$ cat src/rtl/voting_pkg.sv
// Shared definitions for the streaming vote tally: FSM state encodings and
// small elaboration-time helpers used to size candidate and tally storage.
package voting_pkg;

    typedef enum logic [1:0] {
        ST_COLLECT = 2'd0,
        ST_SCAN    = 2'd1,
        ST_DONE    = 2'd2
    } state_t;

    // Ceiling log2, bounded loop so it stays a well-behaved constant function
    function automatic int clog2(input int value);
        int result;
        result = 0;
        for (int i = 0; i < 32; i++) begin
            if ((1 << i) < value) begin
                result = i + 1;
            end
        end
        return result;
    endfunction

    // Number of candidates for an index width n
    function automatic int ncand(input int n);
        return 1 << n;
    endfunction

    // Tally width able to hold the full vote cap 2**m
    function automatic int tally_w(input int m);
        return m + 1;
    endfunction

endpackage

$ cat src/rtl/vote_argmax_step.sv
// One step of the running argmax: folds a single {idx,cnt} pair into the
// accumulated {best_idx,best_cnt,tie}. The first visited candidate is always
// taken so that an all-zero start cannot fake a tie.
module vote_argmax_step #(
    parameter int IDX_W    = 3,
    parameter int CNT_W    = 6,
    parameter int TIE_HIGH = 0
) (
    input  logic             first,
    input  logic [IDX_W-1:0] best_idx,
    input  logic [CNT_W-1:0] best_cnt,
    input  logic             best_tie,
    input  logic [IDX_W-1:0] idx,
    input  logic [CNT_W-1:0] cnt,
    output logic [IDX_W-1:0] next_idx,
    output logic [CNT_W-1:0] next_cnt,
    output logic             next_tie
);

    // Strictly larger wins and clears tie; equal sets tie and moves only when ties go high
    always_comb begin
        next_idx = best_idx;
        next_cnt = best_cnt;
        next_tie = best_tie;
        if (first || (cnt > best_cnt)) begin
            next_idx = idx;
            next_cnt = cnt;
            next_tie = 1'b0;
        end else if (cnt == best_cnt) begin
            next_tie = 1'b1;
            if (TIE_HIGH != 0) begin
                next_idx = idx;
            end
        end
    end

endmodule

$ cat src/rtl/voting_stream_tally.sv
// Streaming plurality vote counter. Votes arrive over valid/ready and are
// tallied per candidate; at round end the tallies are scanned one candidate
// per cycle and the winner, its count, a tie flag and a forced-close flag are
// held on a valid/ready result port until accepted.
module voting_stream_tally
    import voting_pkg::*;
#(
    parameter int N        = 3,
    parameter int M        = 5,
    parameter int TIE_HIGH = 0
) (
    input  logic         clk,
    input  logic         rst_n,
    input  logic         vote_valid,
    output logic         vote_ready,
    input  logic [N-1:0] vote_data,
    input  logic         vote_last,
    output logic         result_valid,
    input  logic         result_ready,
    output logic [N-1:0] winner,
    output logic [M:0]   winner_count,
    output logic         tie,
    output logic         forced
);

    localparam int NC = ncand(N);
    localparam int TW = tally_w(M);
    localparam int SW = clog2(NC) + 1;

    localparam logic [TW-1:0] CAP      = {1'b1, {M{1'b0}}};
    localparam logic [SW-1:0] SCAN_END = SW'(NC);

    state_t         state_q, state_d;
    logic [TW-1:0]  tally_q [NC];
    logic [TW-1:0]  tally_d [NC];
    logic [TW-1:0]  total_q, total_d;
    logic [SW-1:0]  scan_idx_q, scan_idx_d;
    logic [N-1:0]   best_idx_q, best_idx_d;
    logic [TW-1:0]  best_cnt_q, best_cnt_d;
    logic           best_tie_q, best_tie_d;
    logic           forced_pend_q, forced_pend_d;
    logic           result_valid_q, result_valid_d;
    logic [N-1:0]   winner_q, winner_d;
    logic [TW-1:0]  winner_count_q, winner_count_d;
    logic           tie_q, tie_d;
    logic           forced_q, forced_d;

    logic [N-1:0]   step_idx;
    logic [TW-1:0]  step_cnt;
    logic           step_tie;
    logic [N-1:0]   visit_idx;

    assign visit_idx = scan_idx_q[N-1:0];

    vote_argmax_step #(
        .IDX_W    (N),
        .CNT_W    (TW),
        .TIE_HIGH (TIE_HIGH)
    ) u_step (
        .first    (scan_idx_q == '0),
        .best_idx (best_idx_q),
        .best_cnt (best_cnt_q),
        .best_tie (best_tie_q),
        .idx      (visit_idx),
        .cnt      (tally_q[visit_idx]),
        .next_idx (step_idx),
        .next_cnt (step_cnt),
        .next_tie (step_tie)
    );

    // Next-state logic: tally votes, walk the tallies, then hold the result until taken
    always_comb begin
        state_d        = state_q;
        tally_d        = tally_q;
        total_d        = total_q;
        scan_idx_d     = scan_idx_q;
        best_idx_d     = best_idx_q;
        best_cnt_d     = best_cnt_q;
        best_tie_d     = best_tie_q;
        forced_pend_d  = forced_pend_q;
        result_valid_d = result_valid_q;
        winner_d       = winner_q;
        winner_count_d = winner_count_q;
        tie_d          = tie_q;
        forced_d       = forced_q;

        case (state_q)
            ST_COLLECT: begin
                if (vote_valid) begin
                    tally_d[vote_data] = tally_q[vote_data] + TW'(1);
                    total_d            = total_q + TW'(1);
                    if (vote_last || (total_d == CAP)) begin
                        state_d       = ST_SCAN;
                        scan_idx_d    = '0;
                        forced_pend_d = !vote_last;
                    end
                end
            end
            ST_SCAN: begin
                if (scan_idx_q != SCAN_END) begin
                    best_idx_d = step_idx;
                    best_cnt_d = step_cnt;
                    best_tie_d = step_tie;
                    scan_idx_d = scan_idx_q + SW'(1);
                end else begin
                    winner_d       = best_idx_q;
                    winner_count_d = best_cnt_q;
                    tie_d          = best_tie_q;
                    forced_d       = forced_pend_q;
                    result_valid_d = 1'b1;
                    state_d        = ST_DONE;
                end
            end
            ST_DONE: begin
                if (result_ready) begin
                    for (int i = 0; i < NC; i++) begin
                        tally_d[i] = '0;
                    end
                    total_d        = '0;
                    result_valid_d = 1'b0;
                    state_d        = ST_COLLECT;
                end
            end
            default: begin
                state_d = ST_COLLECT;
            end
        endcase
    end

    // State and output registers; reset discards any round in progress
    always_ff @(posedge clk) begin
        if (!rst_n) begin
            state_q <= ST_COLLECT;
            for (int i = 0; i < NC; i++) begin
                tally_q[i] <= '0;
            end
            total_q        <= '0;
            scan_idx_q     <= '0;
            best_idx_q     <= '0;
            best_cnt_q     <= '0;
            best_tie_q     <= 1'b0;
            forced_pend_q  <= 1'b0;
            result_valid_q <= 1'b0;
            winner_q       <= '0;
            winner_count_q <= '0;
            tie_q          <= 1'b0;
            forced_q       <= 1'b0;
        end else begin
            state_q        <= state_d;
            tally_q        <= tally_d;
            total_q        <= total_d;
            scan_idx_q     <= scan_idx_d;
            best_idx_q     <= best_idx_d;
            best_cnt_q     <= best_cnt_d;
            best_tie_q     <= best_tie_d;
            forced_pend_q  <= forced_pend_d;
            result_valid_q <= result_valid_d;
            winner_q       <= winner_d;
            winner_count_q <= winner_count_d;
            tie_q          <= tie_d;
            forced_q       <= forced_d;
        end
    end

    assign vote_ready   = (state_q == ST_COLLECT);
    assign result_valid = result_valid_q;
    assign winner       = winner_q;
    assign winner_count = winner_count_q;
    assign tie          = tie_q;
    assign forced       = forced_q;

endmodule

$ cat config.mk
export PLATFORM = sky130hd
export DESIGN_NAME = voting_stream_tally
export DESIGN_NICKNAME = d
export VERILOG_FILES = /design/src/rtl/voting_pkg.sv /design/src/rtl/vote_argmax_step.sv /design/src/rtl/voting_stream_tally.sv
export SDC_FILE = /design/constraint.sdc
export NUM_CORES = 1
export LEC_CHECK = 0
export CORE_MARGIN = 8
export CORE_UTILIZATION = 45
export DETAILED_ROUTE_END_ITERATION = 8
export PLACE_DENSITY = 0.66
export SLEW_MARGIN = 5
export SYNTH_ARGS = -nofsm -noshare
export SYNTH_HDL_FRONTEND = slang
export SYNTH_SLANG_ARGS = --single-unit
$ cat constraint.sdc
create_clock -name clk -period 7.4 [get_ports clk]
set_input_delay 1.11 -clock clk [delete_from_list [all_inputs] [get_ports clk]]
set_output_delay 1.11 -clock clk [all_outputs]
set_load 0.1 [all_outputs]
* Word-level counts from Yosys, hierarchy flattened *
Cells that the tools add are included.

storage, ports and cells
  memory bits (read-only) = 0
  memories kept = 0
  flip-flop bits (word level) = 112
  memory bits (writable) = 0
  word-level logic and storage cells = 87
  output and inout bits = 13
  bits in latches = 0

operators by class
  reductions and logical operators = 18
  eq/ne operators = 10
  order comparisons = 4
  mux-type cells = 29
  add/sub/neg operators = 3
  shifts and indexed selects = 0
  bitwise logic cells = 3
  div/mod/pow operators = 0
  multipliers = 0

operators with widths
  kind                   number
  $mux 33                3
  $mux 48                2
  $pmux 48 s2            1
  $pmux 33 s2            1
  $bwmux 48              1
  $mux 6                 7
  $bmux 6 s3             2
  $add 33x1->33 const B  1
  $logic_not 33->1       1
  $ne 33x4->1 const B    1
  $demux 6 s3            1
  $reduce_and 3->1       5
  $add 6x1->6 const B    2
  $pmux 6 s2             1
  $ge 4x4->1 const B     2
  $mux 2                 4
  $ne 2x2->1 const B     4
  $not 3->4              2
  $reduce_and 4->1       2
  $reduce_bool 2->1      4
  $eq 6x6->1             1
  $eq 6x6->1 const B     1
  $gt 6x6->1             1
  $pmux 2 s3             1
  12 further kinds       16

* Longest topological paths before layout *
Gate-level depths: netlist of the first run.

  depth after elaboration = 8
  mapped depth = 12
  depth with buffers taken out = 9

* By module *
A second synthesis of the first run with hierarchy kept.

second synthesis, totals
  cell total of the unflattened synthesis = 677
  area, all modules = 5965.7 sq um

modules (own cells, without submodules)
  module               cells each  seq. area each (sq um)  times used  area each (sq um)
  voting_stream_tally  644         2242.2                  1           5664.2
  vote_argmax_step     33          0.0                     1           301.5

* Least setup slack after synthesis of the first run *
Ideal clock, no wire load.

  path type = register to register
  start point = reg state_q[1]
  end point = reg scan_idx_q[32]
  setup slack = 4.051 ns
  period minus slack after synthesis = 3.349 ns
  arrival = 3.279 ns
  cell stages (with the launch flop) = 8
  cell sequence = dfxtp_1 nor2_1 nand2_1 a21oi_4 nand2_4 buf_6 or4_1 a21oi_1

between the ends
  cells in the longest elaborated chain, start to end = 3

RTL lines
  what                                                RTL line                    source
  start: declaration                                  voting_stream_tally.sv:33   state_t state_q, state_d;
  start signal: assignment                            voting_stream_tally.sv:149  state_q <= state_d;
  $logic_not 2->1 *                                   n/a
  via vote_ready                                      voting_stream_tally.sv:15   output logic vote_ready,
  $ne 2x1->1 (no line), or another cell as far along  n/a
  $reduce_and 4->1 (no line)                          n/a
  end signal: assignment                              voting_stream_tally.sv:152  scan_idx_q <= scan_idx_d;
  end: declaration                                    voting_stream_tally.sv:37   logic [SW-1:0] scan_idx_q, scan_idx_d;

The timed path passes the listed nets; every way through them passes the cells marked *.
A chain may end at the register's enable or synchronous reset.

* Worst setup path after layout of the first run *
  start point = in vote_data[1]
  end point = reg tally_q[16] (netlist bit)

between the ends
  cells in the longest elaborated chain, start to end = 8

RTL lines
  what                                                               RTL line                    source
  start: declaration                                                 voting_stream_tally.sv:16   input logic [N-1:0] vote_data,
  $not 3->4 (not written as such) *                                  voting_stream_tally.sv:90   tally_d[vote_data] = tally_q[vote_data] + TW'(1);
  $bmux 6 s3, or another cell as far along                           voting_stream_tally.sv:90
  $mux 6 (not written as such) or $logic_and 1x1->1 (tied branches)  voting_stream_tally.sv:90
  $mux 6 (not written as such)                                       voting_stream_tally.sv:90
  $add 6x1->6 or $demux 6 s3 (tied branches)                         voting_stream_tally.sv:90
  $bwmux 48 *                                                        voting_stream_tally.sv:90
  $mux 48 *                                                          voting_stream_tally.sv:89   if (vote_valid) begin
  $pmux 48 s2 *                                                      voting_stream_tally.sv:87   case (state_q)
  end signal: assignment                                             voting_stream_tally.sv:150  tally_q <= tally_d;
  end: declaration                                                   voting_stream_tally.sv:34   logic [TW-1:0] tally_q [NC];

Mark *: on every way between the ends. The rest lies on a longest branch, timed or not. The select of a mux whose other input is x is not followed.

==> results by group, run 1 <==
Critical path
  – Crit. End Element: flip-flop
  – Critical Path RT: 7.69 ns
  – Crit path buffers/inverters: 2
  – Slowest cell delay on critical path: 1.09 ns
  – Crit Path Class: primary input to flip-flop
  – Flop-to-flop setup slack: 3.62 ns
  – Delay-heaviest family, CP: buffers and inverters
  – Worst path arrival time: 4.26 ns
  – Worst setup SP type: primary input
  – Peak fanout along the critical path: 24
  – Cell Chain, Critical Path: clkdlybuf4s50_1 -> mux2_2 -> a221oi_1 -> o22a_4 -> inv_1 -> ha_1 -> nor3b_2 -> xnor2_2 -> a32o_1
  – CP max-delay cell: clkdlybuf4s50_1

Floorplan
  – Die width: 130.7 microns
  – Die area: 17070 sq um
  – FP Rows: 42
  – Core ar.: 13030 sq um
  – Initial core utilization: 0.4539
  – Die Y-Extent: 130.7 microns
  – IO Count: 21

STA
  – Final Setup Violations: 0
  – Slew HR: 0.3369
  – Final Critical Period: 3.973 ns
  – Setup Skew: 0.007365 ns
  – Unrepaired setup endpoints after global routing: false
  – Final TNS setup: 0 ns
  – Worst slew pin tran: 0.9915 ns
  – Fmax achieved: 251.7 MHz
  – Fin. Hold Viols: 0
  – Fin. max-slew vios: 0
  – Fin crit share: 0.5369

Finish
  – Final core occ: 0.4944
  – FILL cells: 1230
  – Nets: 643
  – Fraction of layout cells with a size suffix above 1: 0.1270
  – Antenna Cells: 0
  – Area grow syn2layout: 8.926%

Synth
  – Synthesized flop and latch total: 112
  – Synth Instances: 624
  – Syn. warnings: 0
  – Cell variety after synth: 78
  – Post-synth EDFFs: 0
  – Synth Area in Adders: 0.02115
  – Syn avg cell area: 9.480 sq um
  – Mapped Nets: 642
  – Main flop type after synthesis: dfxtp_1
  – XOR/XNOR share of the synthesized area: 0.03384
  – Ys async rst share: 0
  – Post-synthesis simple-gate area fraction: 0.1980
  – Area of the mapped netlist: 5916 sq um
  – Post-synthesis compound-gate area fraction: 0.1844
  – Sequential area share after synthesis: 0.3790
  – Multiplexer share of the synthesized area: 0.1288
  – Largest family of logic cells by synthesized area: simple AND/OR/NAND/NOR gates

Clock network
  – Num CTS Buffers: 9
  – Root Driver: clkbuf_16
  – CTS tree: yes
  – Post-CTS setup buffer count: 0
  – H-Tree Depth: 3
  – CTS Buffer Depth: 2
  – Post-CTS Hold Fix Bufs: 0
  – Worst skew pair latency: 0.35 ns
  – PostCTS Resize Cnt: 0
  – Clock Pin Slew Worst Setup and Hold Paths: 0.07 ns
  – Clock sink count: 112

Detailed routing
  – Post-route DRC: 0
  – Routed length per instance: 17.82 microns
  – Vias/cell: 6.021
  – Post-route ant nets: 0
  – Initial DRC Count: 575
  – Post-Route WL: 14.37 mm
  – First drt pass iteration count: 5
  – Via count: 4853

Run status
  – Status: finished clean

Power
  – Switching Share: 0.2469
  – Pwr dens: 183.7 nW/um^2
  – Sequential Power Share: 0.523
  – Clk pwr share: 0.390
  – Leak: 2.198 nW
  – Peak supply drop: 112.3 uV
  – Comb power frac: 0.087
  – Internal power: 0.8914 mW
  – Tot Pwr: 1.184 mW
  – NetSw: 0.2922 mW

Job
  – Max cap viols: 0

Min path
  – Min-Delay Path Class: flip-flop to flip-flop

Global routing
  – Largest net degree at the start of global routing: 42
  – GRT Total Usage: 0.1768
  – First-pass GRT wire length: 23.85 mm
  – GRT Residual Overflow: 0
  – Antenna violations before repair: 0
  – Vias in the first global route: 4688

Place
  – Port buffer count: 20
  – Placed wire-length estimate: 9.929 mm
  – GPL Wtd Cong: 0.9135
## cells in the mapped netlist (6+ instances only)
master	instances	area share
a22oi_1	17	0.022
dfxtp_1	112	0.38
buf_2	6	0.0051
nor4_1	9	0.0095
nand2_1	47	0.030
o21ai_1	9	0.0076
nor2_1	65	0.041
and3_1	11	0.012
mux2_2	8	0.015
a32o_1	16	0.027
o21ai_0	16	0.014
xor2_1	11	0.016
a22o_1	7	0.010
mux2i_1	20	0.034
clkbuf_1	18	0.011
inv_1	20	0.013
and2_1	11	0.012
o21ai_2	8	0.012
ha_1	10	0.021
mux4_2	16	0.061
nand4_1	20	0.021
a21oi_1	29	0.025
nor3_1	8	0.0068
or3_1	9	0.0095
nand3_1	19	0.016
## stage by stage
step,worst slack [ns],hold WS (ns),cell area [sq um],std cells
final,3.427,0.4575,6444,806
after global routing,3.241,0.4895,6444,806
after CTS,3.500,0.4581,6444,806
after detailed placement,3.166,0.4505,6166,790
after global placement,3.217,0.4438,6166,790
after floorplan,4.051,0.4281,5916,624
## cell type report
cell class              count  area, sq um  share of cell area
clock buffers              14        264.0             0.04097
clock inverters             2        13.76            0.002136
inverters                  22        82.58             0.01282
multi-input cells         451         3353              0.5204
flip-flops and latches    112         2242              0.3480
well taps                 176        220.2             0.03417
repair buffers             29        267.8             0.04155
## per-layer routing
metal  track usage  share of wire
met5             0              0
met4       0.09926          0.034
met3       0.03166          0.061
met2        0.2755           0.46
met1        0.2273           0.45
## worst paths after layout
path | from | cells past startpoint | endpoint
max reg2reg | scan_idx_q[0]$_SDFFE_PN0P_ | 9 | best_cnt_q[0]$_SDFFE_PN0P_
min reg2reg | best_idx_q[0]$_SDFFE_PN0P_ | 2 | best_idx_q[0]$_SDFFE_PN0P_
min | best_idx_q[0]$_SDFFE_PN0P_ | 2 | best_idx_q[0]$_SDFFE_PN0P_
max | vote_data[1] | 9 | tally_q[16]$_SDFFE_PN0P_
## layout by cell type, fill, tap and decap left out, types with 10 or more instances in the layout
cell type	count
a22oi_1	17
xor2_1	11
inv_1	20
a32o_1	16
nand4_1	20
mux2i_1	20
dfxtp_1	112
nand2_1	47
clkdlybuf4s50_1	20
nand3_1	19
and2_1	11
ha_1	10
a21oi_1	29
o21ai_0	15
mux4_2	16
and3_1	11
nor2_1	65
## kinds of logic (layout without fill, tap and decap cells)
logic type               Yosys count  in the layout
multiplexers                      50             50
AND/OR/NAND/NOR                  226            226
buffers and inverters             61             67
flip-flops                       112            112
adder cells (fa/ha/maj)           10             10
XOR/XNOR                          19             19
AO/OA/AOI/OAI                    146            146
## flip-flops by register name (all words and copies together), names as in the netlist
signal,flops
tally_q,48
forced,1
total_q,6
tie,1
state_q,2
best_idx_q,3
forced_pend_q,1
best_cnt_q,6
winner_count,6
best_tie_q,1
winner,3
scan_idx_q,33
result_valid,1
## power by group through the flow
stage | Clock, mW | Sequential, mW | Combinational (mW)
2_1_floorplan | 0 | 0.627 | 0.0808
3_3_place_gp | 0 | 0.633 | 0.101
3_5_place_dp | 0 | 0.633 | 0.102
4_1_cts | 0.474 | 0.619 | 0.102
5_1_grt | 0.502 | 0.620 | 0.112
6_report | 0.461 | 0.619 | 0.104
## worst min-delay path, delay by kind of cell, from the launching register on
family          cells  cell delay, ns
flops               1            0.31
compound gates      1            0.05
simple gates        1            0.05
Power figures use the tool's default switching activity.
==> inputs of run 2 (changes only) <==
--- a/config.mk
+++ b/config.mk
@@ -8,7 +8,7 @@
 export CORE_MARGIN = 8
 export CORE_UTILIZATION = 45
 export DETAILED_ROUTE_END_ITERATION = 8
-export PLACE_DENSITY = 0.66
+export PLACE_DENSITY = 0.68
 export SLEW_MARGIN = 5
 export SYNTH_ARGS = -nofsm -noshare
 export SYNTH_HDL_FRONTEND = slang
==> constraint.sdc (replaced) <==
create_clock -name clk -period 3.6 [get_ports clk]
set_input_delay 0.54 -clock clk [delete_from_list [all_inputs] [get_ports clk]]
set_output_delay 0.54 -clock clk [all_outputs]
set_load 0.1 [all_outputs]
==> run 2 against run 1 <==
Effect of this change: clock skew grew 0.0010 ns; first-iteration DRC count shrank 17%; clock-buffer cell count is the same; final area grew 1.4%; largest power group unchanged; hold slack lost 0.0036 ns; routed wire length grew 5.4%; core utilization grew 0.70 points.
==> results by group, run 2 (same netlist as run 1, synthesis figures left out) <==
Detailed routing
  – Initial DRC Count: 477
  – Post-route ant nets: 0
  – First drt pass iteration count: 5
  – Via count: 4996
  – Vias/cell: 6.115
  – Post-Route WL: 15.14 mm
  – Post-route DRC: 0
  – Routed length per instance: 18.53 microns

Finish
  – Nets: 654
  – Multi-input logic area: 3353 sq um
  – Top reg by flops: tally_q
  – Top flop regs: tally_q (48), scan_idx_q (33)
  – Final core occ: 0.5014
  – Largest register FFs: 48
  – Register area: 2242 sq um
  – Fraction of layout cells with a size suffix above 1: 0.1435
  – Most common cell after layout, fill and taps aside: dfxtp_1
  – Area grow syn2layout: 10.47%
  – FILL cells: 1263
  – Antenna Cells: 0
  – Most frequent cells in the layout: dfxtp_1 (112), nor2_1 (65), nand2_1 (47), a21oi_1 (29)

Floorplan
  – Initial core utilization: 0.4539
  – Die width: 130.7 microns
  – Die area: 17070 sq um
  – IO Count: 21
  – Core ar.: 13030 sq um
  – FP Rows: 42
  – Die Y-Extent: 130.7 microns

STA
  – Setup Skew: 0.008368 ns
  – Fin. max-slew vios: 0
  – Slew HR: 0.3486
  – Worst slew pin tran: 0.9741 ns
  – Unrepaired setup endpoints after global routing: false
  – Fin. Hold Viols: 0
  – Final TNS setup: 0 ns
  – Final Critical Period: 3.399 ns
  – Fmax achieved: 294.2 MHz
  – Fin crit share: 0.9442
  – Final Setup Violations: 0

Job
  – Max cap viols: 0

Critical path
  – Peak fanout along the critical path: 12
  – Crit Path Class: flip-flop to flip-flop
  – Crit. End Element: flip-flop
  – Flop-to-flop setup slack: 0.20 ns
  – Critical Path RT: 3.88 ns
  – Worst setup SP type: flip-flop
  – Worst path arrival time: 3.68 ns

Power
  – Peak supply drop: 252.5 uV
  – Leak: 2.255 nW
  – Pwr dens: 377.9 nW/um^2

Clock network
  – Clock sink count: 112
  – H-Tree Depth: 3
  – CTS Buffer Depth: 2
  – Post-CTS setup buffer count: 0
  – Root Driver: clkbuf_16
  – Worst skew pair latency: 0.36 ns
  – Post-CTS Hold Fix Bufs: 0
  – Num CTS Buffers: 9
  – CTS tree: yes
  – Clock Pin Slew Worst Setup and Hold Paths: 0.07 ns
  – PostCTS Resize Cnt: 0

Place
  – Port buffer count: 20
  – GPL Wtd Cong: 0.8844
  – Placed wire-length estimate: 10.86 mm

Global routing
  – Vias in the first global route: 4767
  – Antenna violations before repair: 0
  – First-pass GRT wire length: 24.23 mm
  – GRT Total Usage: 0.1823
  – GRT Residual Overflow: 0
  – Largest net degree at the start of global routing: 42

Run status
  – Status: finished clean

Min path
  – Min-Delay Path Class: flip-flop to flip-flop
## run 2: cell types whose count changed in the layout (fill, tap and decap cells not counted), sizes merged
cell,change
clkinv,-1
clkinvlp,+1
buf,+11
## run 2: critical path, stage by stage (launching register included)
cell	delay [ns]
dfxtp_1	0.54
buf_4	0.29
mux4_2	0.51
mux2_2	0.29
ha_1	0.28
and4_1	0.19
nand3_1	0.08
o21ai_0	0.08
o32ai_1	0.32
and2_1	0.50
mux2i_1	0.24
## run 2: where the power goes
part / switching, mW / internal, mW / leakage, nW
registers: 0.0168 / 1.25 / 0.903
logic: 0.146 / 0.0775 / 1.21
clock network: 0.452 / 0.527 / 0.139
total: 0.615 / 1.85 / 2.26
## run 2: routing by layer
metal  vias to the layer above  share of wire  GRT usage
li1                       2341              -          -
met1                      2477           0.45     0.2269
met2                       152           0.48     0.3040
met3                        26          0.055    0.03774
met4                         0          0.018    0.06955
met5                         -              0          0
## run 2: layout make-up
class                      count  area share
inverter                      22     0.01264
tap                          176     0.03370
sequential                   112      0.3431
timing repair buffer          40     0.05361
multi-input combinational    451      0.5131
clock inverter                 2    0.001915
clock buffer                  14     0.04193
## run 2: through the flow
| stage | instance area [sq um] | std cells | hold slack [ns] | total power, mW | setup slack [ns] |
|---|---|---|---|---|---|
| 3_3_place_gp | 6248 | 801 | 0.4420 | 1.511 | 0.3239 |
| 2_1_floorplan | 5916 | 624 | 0.4281 | 1.454 | 0.2509 |
| 5_1_grt | 6535 | 817 | 0.4847 | 2.563 | 0.006168 |
| 6_report | 6535 | 817 | 0.4538 | 2.470 | 0.2008 |
| 4_1_cts | 6535 | 817 | 0.4571 | 2.483 | 0.2079 |
| 3_5_place_dp | 6248 | 801 | 0.4491 | 1.516 | 0.2518 |
## run 2: worst paths after layout
| kind | endpoint | depth (start not counted) | start |
|---|---|---|---|
| worst max-delay path | best_cnt_q[2]$_SDFFE_PN0P_ | 10 | scan_idx_q[0]$_SDFFE_PN0P_ |
| worst min-delay path | best_idx_q[1]$_SDFFE_PN0P_ | 2 | best_idx_q[1]$_SDFFE_PN0P_ |
| worst max register to register | best_cnt_q[2]$_SDFFE_PN0P_ | 10 | scan_idx_q[0]$_SDFFE_PN0P_ |
| worst min register to register | best_idx_q[1]$_SDFFE_PN0P_ | 2 | best_idx_q[1]$_SDFFE_PN0P_ |
==> inputs of run 3 (changes only) <==
--- a/config.mk
+++ b/config.mk
@@ -7,6 +7,7 @@
 export LEC_CHECK = 0
 export CORE_MARGIN = 8
 export CORE_UTILIZATION = 45
+export CTS_BUF_LIST = sky130_fd_sc_hd__clkbuf_8
 export DETAILED_ROUTE_END_ITERATION = 8
 export PLACE_DENSITY = 0.68
 export SLEW_MARGIN = 5
==> constraint.sdc (replaced) <==
create_clock -name clk -period 2.78 [get_ports clk]
set_input_delay 0.417 -clock clk [delete_from_list [all_inputs] [get_ports clk]]
set_output_delay 0.417 -clock clk [all_outputs]
set_load 0.1 [all_outputs]
==> run 3 against run 2 <==
Effect of this change: total power rose by 17%; core utilization rose by 2.6 points; sequential share of layout area fell by 1.6 points; critical path depth rose by 1; non-clock buffer count rose by 43; via count rose by 2.2%; clock-buffer cell count fell by 5; routed wire length rose by 1.5%; flip-flop and latch count did not move; worst setup slack got worse by 0.15 ns; first-iteration DRC count fell by 4.0%; cell count rose by 5.4%; critical endpoint is now best_cnt_q[0]$_SDFFE_PN0P_.
==> results by group, run 3 (same netlist as run 1, synthesis figures left out) <==
Run status
  – Status: finished clean

Critical path
  – Critical Path RT: 3.05 ns
  – Slowest cell delay on critical path: 0.50 ns
  – Peak fanout along the critical path: 6
  – Cell Chain, Critical Path: buf_6 -> mux4_2 -> mux2_4 -> ha_4 -> a21o_1 -> a21o_1 -> a221oi_2 -> o32ai_2 -> buf_4 -> a21oi_2 -> a211oi_2
  – Cell depth of the worst flop-to-flop path: 11
  – Worst flop-to-flop path startpoint: scan_idx_q[1]$_SDFFE_PN0P_
  – Crit Path Class: flip-flop to flip-flop
  – Worst setup SP type: flip-flop
  – Worst path arrival time: 3.00 ns
  – Top cell by count, worst path: a21o_1
  – Critical Path Start: scan_idx_q[1]$_SDFFE_PN0P_
  – CP max-delay cell: mux4_2
  – Crit. End Element: flip-flop
  – Flop-to-flop setup slack: 0.05 ns
  – Delay-heaviest family, CP: compound AO/OA/AOI/OAI gates
  – Worst R2R End: best_cnt_q[0]$_SDFFE_PN0P_
  – Crit path buffers/inverters: 2

Finish
  – Top flop regs: tally_q (48), scan_idx_q (33)
  – Most frequent cells in the layout: dfxtp_1 (110), buf_4 (69), nor2_1 (64), nand2_1 (47), a21oi_1 (28)
  – Multi-input logic area: 3457 sq um
  – Nets: 698
  – FILL cells: 1223
  – Top reg by flops: tally_q
  – Largest register FFs: 48
  – Final non-filler cell total: 861
  – Final non-filler cell area: 6874 sq um
  – Area grow syn2layout: 16.20%
  – Register area: 2250 sq um
  – Antenna Cells: 0
  – Fraction of layout cells with a size suffix above 1: 0.2394
  – Most common cell after layout, fill and taps aside: dfxtp_1

Detailed routing
  – First drt pass iteration count: 5
  – Initial DRC Count: 458
  – Post-route ant nets: 0
  – Routed length per instance: 17.85 microns
  – Via count: 5105
  – Post-route DRC: 0
  – Vias/cell: 5.929
  – Post-Route WL: 15.37 mm

STA
  – Final worst slack: 0.05492 ns
  – Fin crit share: 0.9802
  – Final Critical Period: 2.725 ns
  – Fmax achieved: 367.0 MHz
  – Final TNS setup: 0 ns
  – Fin. max-slew vios: 0
  – Slew HR: 0.6487
  – Worst slew pin tran: 0.5263 ns
  – Fin. Hold Viols: 0
  – Final Setup Violations: 0
  – Unrepaired setup endpoints after global routing: true
  – Setup Skew: 0.01185 ns

Power
  – Pwr dens: 421.7 nW/um^2
  – Leak: 2.483 nW
  – Internal power: 2.097 mW
  – Sequential Power Share: 0.566
  – Comb power frac: 0.123
  – NetSw: 0.8024 mW
  – Peak supply drop: 270.0 uV
  – Switching Share: 0.2768
  – Clk pwr share: 0.312

Floorplan
  – Initial core utilization: 0.4539
  – IO Count: 21
  – Die width: 130.7 microns
  – Die area: 17070 sq um
  – Core ar.: 13030 sq um
  – Die Y-Extent: 130.7 microns
  – FP Rows: 42

Global routing
  – Met2 GRT Util: 0.3116
  – Global Route met1 Usage: 0.2383
  – First-pass GRT wire length: 25.22 mm
  – Most Used Layer, Global Route: met2
  – Largest net degree at the start of global routing: 42
  – GRT met3 Usage: 0.03734
  – Antenna violations before repair: 0
  – GRT Residual Overflow: 0
  – GRT Total Usage: 0.1889
  – Vias in the first global route: 4814

Clock network
  – H-Tree Depth: 3
  – Num CTS Buffers: 9
  – Worst skew pair latency: 0.40 ns
  – Clock sink count: 112
  – Root Driver: clkbuf_8
  – Clock Pin Slew Worst Setup and Hold Paths: 0.10 ns
  – CTS tree: yes
  – CTS Buffer Depth: 2

Place
  – GPL Wtd Cong: 0.9099
  – Dpl cell area: 6559 sq um
  – Placed wire-length estimate: 11.40 mm
  – Port buffer count: 20
  – Placed Cells incl. Taps: 838
  – Pre-CTS WS: -0.2940 ns

Min path
  – Min-delay src: best_idx_q[0]$_SDFFE_PN0P_
  – Hold Path Stages: 2
  – Min-Delay Path Class: flip-flop to flip-flop
  – Hold endpoint: best_idx_q[0]$_SDFFE_PN0P_

Job
  – Max cap viols: 0
run 3: cell count changes in the layout (fill, tap and decap cells not counted), moves of 3 or more:
cell and delta:
buf_4 +49, clkbuf_16 -9, buf_12 +3, clkbuf_8 +6
clkdlybuf4s50_1 -13, ha_4 +4, ha_1 -4, mux2_2 -4
mux2_4 +4, buf_6 +4
run 3: power groups by stage:
stage	Combinational, mW	Clock (mW)	Sequential (mW)
2_1_floorplan	0.223	0	1.67
3_3_place_gp	0.327	0	1.68
3_5_place_dp	0.334	0	1.68
4_1_cts	0.340	0.928	1.64
5_1_grt	0.382	0.997	1.64
6_report	0.355	0.904	1.64
run 3: timing repair:
item,in CTS,in global routing
cloned,0,1
pin swaps,0,7
buffers inserted,2,4
resized for setup,6,14
hold buffers,0,0
endpoints found under the hold margin,0,0
setup endpoints to repair,10,12
run 3: layout make-up:
cell class,instances,area share
well taps,176,0.03203
inverters,22,0.01201
clock buffers,9,0.01802
multi-input cells,452,0.5029
repair buffers,83,0.1008
flip-flops and latches,112,0.3273
clock inverters,7,0.006917
run 3: routing by layer:
metal	share of wire	vias up
li1	-	2441
met3	0.046	27
met5	0	-
met4	0.023	0
met2	0.49	132
met1	0.44	2505
run 3: tightest hold or removal path: stages, from the launching register on:
cell     delay, ns
dfxtp_1       0.32
nand2_1       0.05
o21ai_1       0.05
run 3: how the worst max path moves through the flow:
stage	to	slack (ns)	depth (start not counted)
floorplan	best_cnt_q[0]$_SDFFE_PN0P_	0.008	11
global placement	best_cnt_q[5]$_SDFFE_PN0P_	-0.16	10
detailed placement	tally_q[28]$_SDFFE_PN0P_	-0.29	9
CTS	best_cnt_q[0]$_SDFFE_PN0P_	0.0002	10
global route	best_cnt_q[0]$_SDFFE_PN0P_	-0.04	10
finish	best_cnt_q[0]$_SDFFE_PN0P_	0.05	11
run 3: metrics by stage:
stage / power (mW) / utilization / hold slack, ns
after global routing: 3.022 / 0.5275 / 0.4839
after detailed placement: 2.012 / 0.5033 / 0.4481
after global placement: 2.004 / 0.5033 / 0.4427
final: 2.899 / 0.5275 / 0.4554
after CTS: 2.907 / 0.5187 / 0.4617
after floorplan: 1.891 / - / 0.4281
